File: src/rtl/keynsham_bus_initiator.sv
// Single-outstanding initiator for the keynsham peripheral bus: one client command at a time, one bus access, one response.
// Latency: bus_access_o rises the cycle after command accept; rsp_valid_o rises on the edge that samples ack/error/timeout.
// Backpressure: cmd_ready_o is high only in IDLE; the response is held until rsp_ready_i, blocking new commands.
//
// Ports:
//   clk_i, rst_ni                 clock, asynchronous active-low reset
//   cmd_valid_i/cmd_ready_o       client command handshake; cmd_wr_i, cmd_addr_i, cmd_wdata_i, cmd_bytesel_i
//   rsp_valid_o/rsp_ready_i       client response handshake; rsp_rdata_o, rsp_error_o, rsp_timeout_o
//   bus_access_o ... bus_bytesel_o   peripheral bus request, all registered or decoded from state
//   bus_ack_i, bus_error_i, bus_data_i   responder completion
module keynsham_bus_initiator #(
    parameter int unsigned TIMEOUT = 255
) (
    input  logic        clk_i,
    input  logic        rst_ni,
    input  logic        cmd_valid_i,
    output logic        cmd_ready_o,
    input  logic        cmd_wr_i,
    input  logic [31:0] cmd_addr_i,
    input  logic [31:0] cmd_wdata_i,
    input  logic [3:0]  cmd_bytesel_i,
    output logic        rsp_valid_o,
    input  logic        rsp_ready_i,
    output logic [31:0] rsp_rdata_o,
    output logic        rsp_error_o,
    output logic        rsp_timeout_o,
    output logic        bus_access_o,
    output logic [31:0] bus_addr_o,
    output logic        bus_wr_en_o,
    output logic [31:0] bus_wr_val_o,
    output logic [3:0]  bus_bytesel_o,
    input  logic        bus_ack_i,
    input  logic        bus_error_i,
    input  logic [31:0] bus_data_i
);

    typedef enum logic [1:0] {
        ST_IDLE = 2'd0,
        ST_BUS  = 2'd1,
        ST_RESP = 2'd2
    } state_t;

    // Last counter value before the access is abandoned; bus_access_o is
    // therefore high for exactly TIMEOUT cycles when nobody answers.
    localparam logic [15:0] TMO_LAST = 16'(TIMEOUT - 1);

    state_t      state_q;
    logic        wr_q;
    logic [31:0] addr_q;
    logic [31:0] wdata_q;
    logic [3:0]  bytesel_q;
    logic [15:0] cnt_q;
    logic [31:0] rdata_q;
    logic        error_q;
    logic        timeout_q;

    // Address bits [1:0] are deliberately dropped (word-aligned bus).
    logic unused_addr_lo;
    assign unused_addr_lo = ^cmd_addr_i[1:0];

    always_ff @(posedge clk_i or negedge rst_ni) begin
        if (!rst_ni) begin
            state_q   <= ST_IDLE;
            wr_q      <= 1'b0;
            addr_q    <= '0;
            wdata_q   <= '0;
            bytesel_q <= '0;
            cnt_q     <= '0;
            rdata_q   <= '0;
            error_q   <= 1'b0;
            timeout_q <= 1'b0;
        end else begin
            case (state_q)
                ST_IDLE: begin
                    // bus_ack_i / bus_error_i are ignored here.
                    if (cmd_valid_i) begin
                        state_q   <= ST_BUS;
                        wr_q      <= cmd_wr_i;
                        addr_q    <= {cmd_addr_i[31:2], 2'b00};
                        wdata_q   <= cmd_wr_i ? cmd_wdata_i : 32'h0;
                        bytesel_q <= cmd_wr_i ? cmd_bytesel_i : 4'hF;
                        cnt_q     <= '0;
                    end
                end
                ST_BUS: begin
                    cnt_q <= cnt_q + 16'd1;
                    // Priority: error over ack, both over timeout.
                    if (bus_error_i) begin
                        state_q   <= ST_RESP;
                        rdata_q   <= '0;
                        error_q   <= 1'b1;
                        timeout_q <= 1'b0;
                    end else if (bus_ack_i) begin
                        state_q   <= ST_RESP;
                        rdata_q   <= wr_q ? 32'h0 : bus_data_i;
                        error_q   <= 1'b0;
                        timeout_q <= 1'b0;
                    end else if (cnt_q == TMO_LAST) begin
                        state_q   <= ST_RESP;
                        rdata_q   <= '0;
                        error_q   <= 1'b1;
                        timeout_q <= 1'b1;
                    end
                end
                ST_RESP: begin
                    // This cycle also guarantees an idle bus cycle between accesses.
                    if (rsp_ready_i) begin
                        state_q   <= ST_IDLE;
                        rdata_q   <= '0;
                        error_q   <= 1'b0;
                        timeout_q <= 1'b0;
                    end
                end
                default: begin
                    state_q <= ST_IDLE;
                end
            endcase
        end
    end

    assign cmd_ready_o   = (state_q == ST_IDLE);
    assign rsp_valid_o   = (state_q == ST_RESP);
    assign rsp_rdata_o   = rdata_q;
    assign rsp_error_o   = error_q;
    assign rsp_timeout_o = timeout_q;

    assign bus_access_o  = (state_q == ST_BUS);
    assign bus_addr_o    = addr_q;
    assign bus_wr_en_o   = wr_q && (state_q == ST_BUS);
    assign bus_wr_val_o  = wdata_q;
    assign bus_bytesel_o = bytesel_q;

endmodule

File: config.mk
export PLATFORM = sky130hd
export DESIGN_NAME = keynsham_bus_initiator
export DESIGN_NICKNAME = d
export VERILOG_FILES = /design/src/rtl/keynsham_bus_initiator.sv
export SDC_FILE = /design/constraint.sdc
export NUM_CORES = 1
export LEC_CHECK = 0
export ABC_AREA = 1
export CORE_ASPECT_RATIO = 0.9
export CORE_MARGIN = 4
export CORE_UTILIZATION = 43
export DETAILED_ROUTE_END_ITERATION = 12
export HOLD_SLACK_MARGIN = 0.15
export PLACE_DENSITY = 0.8
export SLEW_MARGIN = 10
export SYNTH_ARGS = -nofsm -noshare
export SYNTH_HDL_FRONTEND = slang
export SYNTH_SLANG_ARGS = --single-unit
File: constraint.sdc
create_clock -name clk_i -period 1.7 [get_ports clk_i]
set_input_delay 0.425 -clock clk_i [delete_from_list [all_inputs] [get_ports clk_i]]
set_output_delay 0.425 -clock clk_i [all_outputs]
set_load 0.01 [all_outputs]
# Yosys cells after proc, flatten, opt, wreduce, memory -nomap -nowiden
# Cells that the tools add are included.
# W data, S select, Z words.
# classes
n_reduce_logical	8
mux	23
eq_ne	6
add_sub_neg	1
# ops
operator	count
$mux W32	6
$pmux W32 S2	1
$pmux W16 S2	1
$add A16 B1 Y16 const B	1
$eq A16 B8 Y1 const B	1
$mux W16	1
$mux W2	5
$pmux W2 S3	1
$reduce_and A3 Y1	2
$mux W1	5
$mux W4	1
$ne A4 B1 Y1 const B	1
$pmux W1 S2	2
$reduce_and A2 Y1	2
$reduce_bool A2 Y1	2
$eq A2 B1 Y1 const B	1
$eq A2 B2 Y1 const B	1
$logic_not A2 Y1	1
$ne A2 B1 Y1 const B	1
$ne A2 B2 Y1 const B	1
$logic_and A1 B1 Y1	1
# word_totals
in_bits	107
regBits	119
elab_cells	47

# Longest topological paths before layout
# depth
ltp_word	5
depth_mapped	12

# Least setup slack after synthesis
# Ideal clock, no wire load.
# synth_path
path_kind	register -> register
from	reg state_q[0]
to	reg cnt_q[11]
path_stages_with_launch	11
n_path_buf	1
setup_time_ns	0.120
synth_period_minus_slack_ns	1.599
required_ns	1.580
t_arrival_ns	1.479
setup_slack_ns	0.101
cell_sequence	dfrtp_1 inv_1 ha_1 nand2_1 buf_2 nand2_4 nand3b_4 nor2_4 nand2_1 nor2_1 nor2_1
# synth_between
elab_chain_len	3
# synth_lines
element	line	source
from (decl)	47	state_t state_q;
from (signal assigned)	63	state_q <= ST_IDLE;
from (signal assigned)	77	state_q <= ST_BUS;
from (signal assigned)	89	state_q <= ST_RESP;
$logic_not A2 Y1 *	n/a	
net cmd_ready_o	17	output logic cmd_ready_o,
$ne A2 B2 Y1 (no source line) or $reduce_bool A2 Y1 (tied branches)	n/a	
$reduce_and A2 Y1 (no source line)	n/a	
to (signal assigned)	86	cnt_q <= cnt_q + 16'd1;
to (decl)	52	logic [15:0] cnt_q;
# Mark *: on every way through the listed nets, which the timed path passes. The rest lies on a longest branch.
# A chain may end at the register's enable or synchronous reset.

# Worst setup path in the final report
# layout_path
from	reg cnt_q[0]
to	reg rdata_q[21] (netlist: rsp_rdata_o[21])
# layout_between
elab_chain_len	3
# layout_lines
element	line	source
$eq A16 B8 Y1	98	end else if (cnt_q == TMO_LAST) begin
$ne A4 B1 Y1 (no source line)	n/a	
$reduce_and A3 Y1 (no source line)	n/a	
to (signal assigned)	95	rdata_q <= wr_q ? 32'h0 : bus_data_i;
to (decl)	53	logic [31:0] rdata_q;
# Every way passes these cells.

==> flow_metrics.py <==
metrics = {
    "outcome": {
        "status": "finished with violations",
        "failed_checks": "negative setup slack",
    },
    "place": {
        "gp_congestion": 0.894,
        "place_inst": 955,
        "numPortBuffers": 208,
        "hpwl_um": 10500,
    },
    "clock_network": {
        "tritoncts": "yes",
        "clockBufferDepth": 2,
        "path_clk_slew_ns": 0.05,
        "cts-htree-levels": 4,
        "clock_latency_ns": 0.41,
        "cts_sinks": 119,
        "ctsRootBufferMaster": "clkbuf_16",
        "numCtsBuffers": 17,
    },
    "sta": {
        "rsz0062_at_grt": "yes",
        "maxSlewViolCount": 0,
        "setup-tns-final_ns": -1.20,
        "period_minus_slack_ns": 1.78,
        "finClkSkew_ns": 0.00854,
        "setup_viol_count_final": 37,
        "timing.final.ws_setup_ns": -0.0765,
        "finalCritPeriodShare_pct": 104,
        "hold_viol_final": 0,
        "fmax_ghz": 0.563,
    },
    "critical_path": {
        "cp_data_arrival_time_ns": 2.07,
        "cp_max_fo": 12,
        "startpoint_type": "flip-flop",
        "critPathKind": "flip-flop to flip-flop",
        "cp.required_ns": 2.00,
        "cp-end-kind": "flip-flop",
    },
    "job": {
        "maxCapViolations": 0,
    },
    "synth": {
        "synth_area_leaders": "dfrtp_1 57%, nand2_1 14%, a22o_1 5.3%, nand4_1 4.5%, nor2_1 4.4%",
        "yosysSeqAreaShare_pct": 56.7,
        "synth-simple-area-share_pct": 25.8,
        "synth_top_family_by_area": "simple AND/OR/NAND/NOR gates",
        "ys_seq_elements": 119,
        "synth_compound_gate_area_share_pct": 7.96,
        "synth_warnings": 0,
        "synth_mux_area_share_pct": 0,
        "avgSynthCellArea_um2": 8.86,
        "syn_inst": 593,
        "syn_area_um2": 5250,
        "synthAdderAreaFrac_pct": 1.19,
        "synth_area_leader_cell": "dfrtp_1",
        "yosys.area_share.xor_xnor_pct": 0,
        "synth_top_area_share_pct": 56.7,
        "ys_types": 30,
    },
    "power_and_ir_drop": {
        "powerDensity_nw_per_um2": 1670,
        "power_leakage_nw": 4.54,
        "peakVddDrop_mv": 0.930,
    },
    "global_routing": {
        "grt_pass1_vias": 5145,
        "grt_use_total_pct": 22.2,
        "grt_pass1_wl_um": 25200,
        "grt_start_max_net_pins": 71,
        "antenna_found_initial": 0,
        "grt_overflow": 0,
    },
    "final_layout": {
        "most-common-layout-cells": "183 x nand2_1, 119 x dfrtp_1, 103 x clkdlybuf4s50_1, 100 x dlygate4sd2_1, 57 x nor2_1",
        "area_growth_syn_to_layout_pct": 60.2,
        "drive_gt1_share_pct": 13.9,
        "n_antenna_cell": 0,
        "fin_cells": 999,
        "finish.utilization_pct": 70.2,
        "nets": 939,
        "layout_commonest_cell": "nand2_1",
    },
    "floorplan": {
        "ioPinCount": 213,
        "core_um2": 12000,
        "die_w_um": 124,
        "die_y_um": 113,
        "start_util_pct": 43.8,
        "row_count": 38,
        "die_area_um2": 14000,
    },
    "drt": {
        "first_pass_iters": 7,
        "drt-vias-per-instance": 5.01,
        "route.vias.total": 5004,
        "remaining_drc_errors": 0,
        "drt_wl_total_um": 15900,
        "antenna_left": 0,
        "drt_first_iter_violations": 337,
        "wl_per_cell_um": 15.9,
    },
    "min_path": {
        "hold_class": "input port to async pin",
    },
}
-- routing by layer --
layer	vias to the layer above	wire length [µm]	GRT usage (%)
met2	212	7930	37.1
met4	0	261	7.74
met5	-	0	0
met3	25	1520	9.82
li1	2371	-	-
met1	2396	6140	25.7
-- worst max-delay path, stage by stage (launching register included) --
cell and delay, ns:
dfrtp_1 0.41, inv_2 0.08, ha_2 0.16, inv_1 0.03
nor2_1 0.08, nand2_1 0.07, nor2_2 0.08, nand2_1 0.09
nand2_2 0.14, nand3_4 0.17, buf_16 0.20, nand2_1 0.08
nand2_1 0.06
-- flip-flops by register name (all words and copies together) (netlist names) --
| signal | count |
|---|---|
| rsp_timeout_o | 1 |
| rsp_rdata_o | 32 |
| bus_addr_o | 30 |
| rsp_error_o | 1 |
| cnt_q | 16 |
| wr_q | 1 |
| state_q | 2 |
| bus_bytesel_o | 4 |
| bus_wr_val_o | 32 |
-- layout make-up --
| type | count | area (µm²) |
|---|---|---|
| Clock buffer | 22 | 464 |
| Timing Repair Buffer | 248 | 2440 |
| Fill cell | 903 | 3570 |
| Multi-Input combinational cell | 379 | 1970 |
| Inverter | 62 | 238 |
| Tap cell | 160 | 200 |
| Clock inverter | 9 | 125 |
| Sequential cell | 119 | 2980 |
-- worst paths after layout --
path / to / slack (ns) / depth (start not counted) / startpoint
setup reg to reg: rsp_rdata_o[21] / -0.08 / 12 / cnt_q[0]
hold reg to reg: rsp_rdata_o[8] / 0.46 / 2 / rsp_rdata_o[8]
hold / removal: rsp_rdata_o[4] / 0.37 / 2 / rst_ni
max in group asynchronous: rsp_rdata_o[8] / 0.76 / 3 / rst_ni
setup / recovery: rsp_rdata_o[21] / -0.08 / 12 / cnt_q[0]
min in group clk_i: rsp_rdata_o[8] / 0.46 / 2 / rsp_rdata_o[8]
-- what timing repair did --
item                                    4_1_cts  5_1_grt
gates cloned                                  1        3
setup buffers                                 4        5
endpoints found under the setup margin      143       85
gates resized for setup                     136       42
hold buffers                                  1        0
pin swaps                                     5       26
hold endpoints to repair                    119        0
-- Yosys cell counts --
library cell  instances
ha_1                  5
nor2_2                1
dfrtp_1             119
clkinv_1              3
nand4_1              38
inv_1                54
nor3_1                1
a21oi_1              10
nand3_1               9
nand3b_4              1
buf_1                 1
o21ai_1               4
nor3_2                1
buf_4                 3
o31ai_1               1
nand2_1             198
buf_8                 4
a22o_1               32
or2_1                 1
nor2_4                1
nand3_4               1
conb_1                1
clkbuf_1             12
buf_2                14
nor2_1               61
o22a_1                4
o21ai_0               5
nand2_2               2
inv_2                 5
nand2_4               1
-- power breakdown --
| group | leakage, nW | switching [mW] | internal [mW] |
|---|---|---|---|
| sequential | 1.55 | 0.643 | 3.92 |
| clock | 0.286 | 1.21 | 2.36 |
| combinational | 2.70 | 3.09 | 2.79 |
| total | 4.54 | 4.95 | 9.07 |
-- logic make-up (layout without fill, tap and decap cells) --
| group | after synthesis | count (layout) |
|---|---|---|
| AOI/OAI and AO/OA | 56 | 56 |
| adders and majority gates | 5 | 5 |
| buffers and inverters | 96 | 341 |
| DFF | 119 | 119 |
| other | 1 | 2 |
| and+or+nand+nor | 316 | 316 |
-- stage by stage --
step,power [mW],worst slack (ns),hold WS [ns],instance area (µm²)
final,14.0,-0.0765,0.373,8410
after global routing,14.9,-0.201,0.366,8410
after CTS,13.7,-0.0432,0.363,8190
after detailed placement,10.5,-0.199,0.249,7600
after global placement,10.3,-0.146,0.249,7600
after floorplan,7.11,0.101,0.129,5260
No activity file was read; power rests on OpenSTA's default activity.
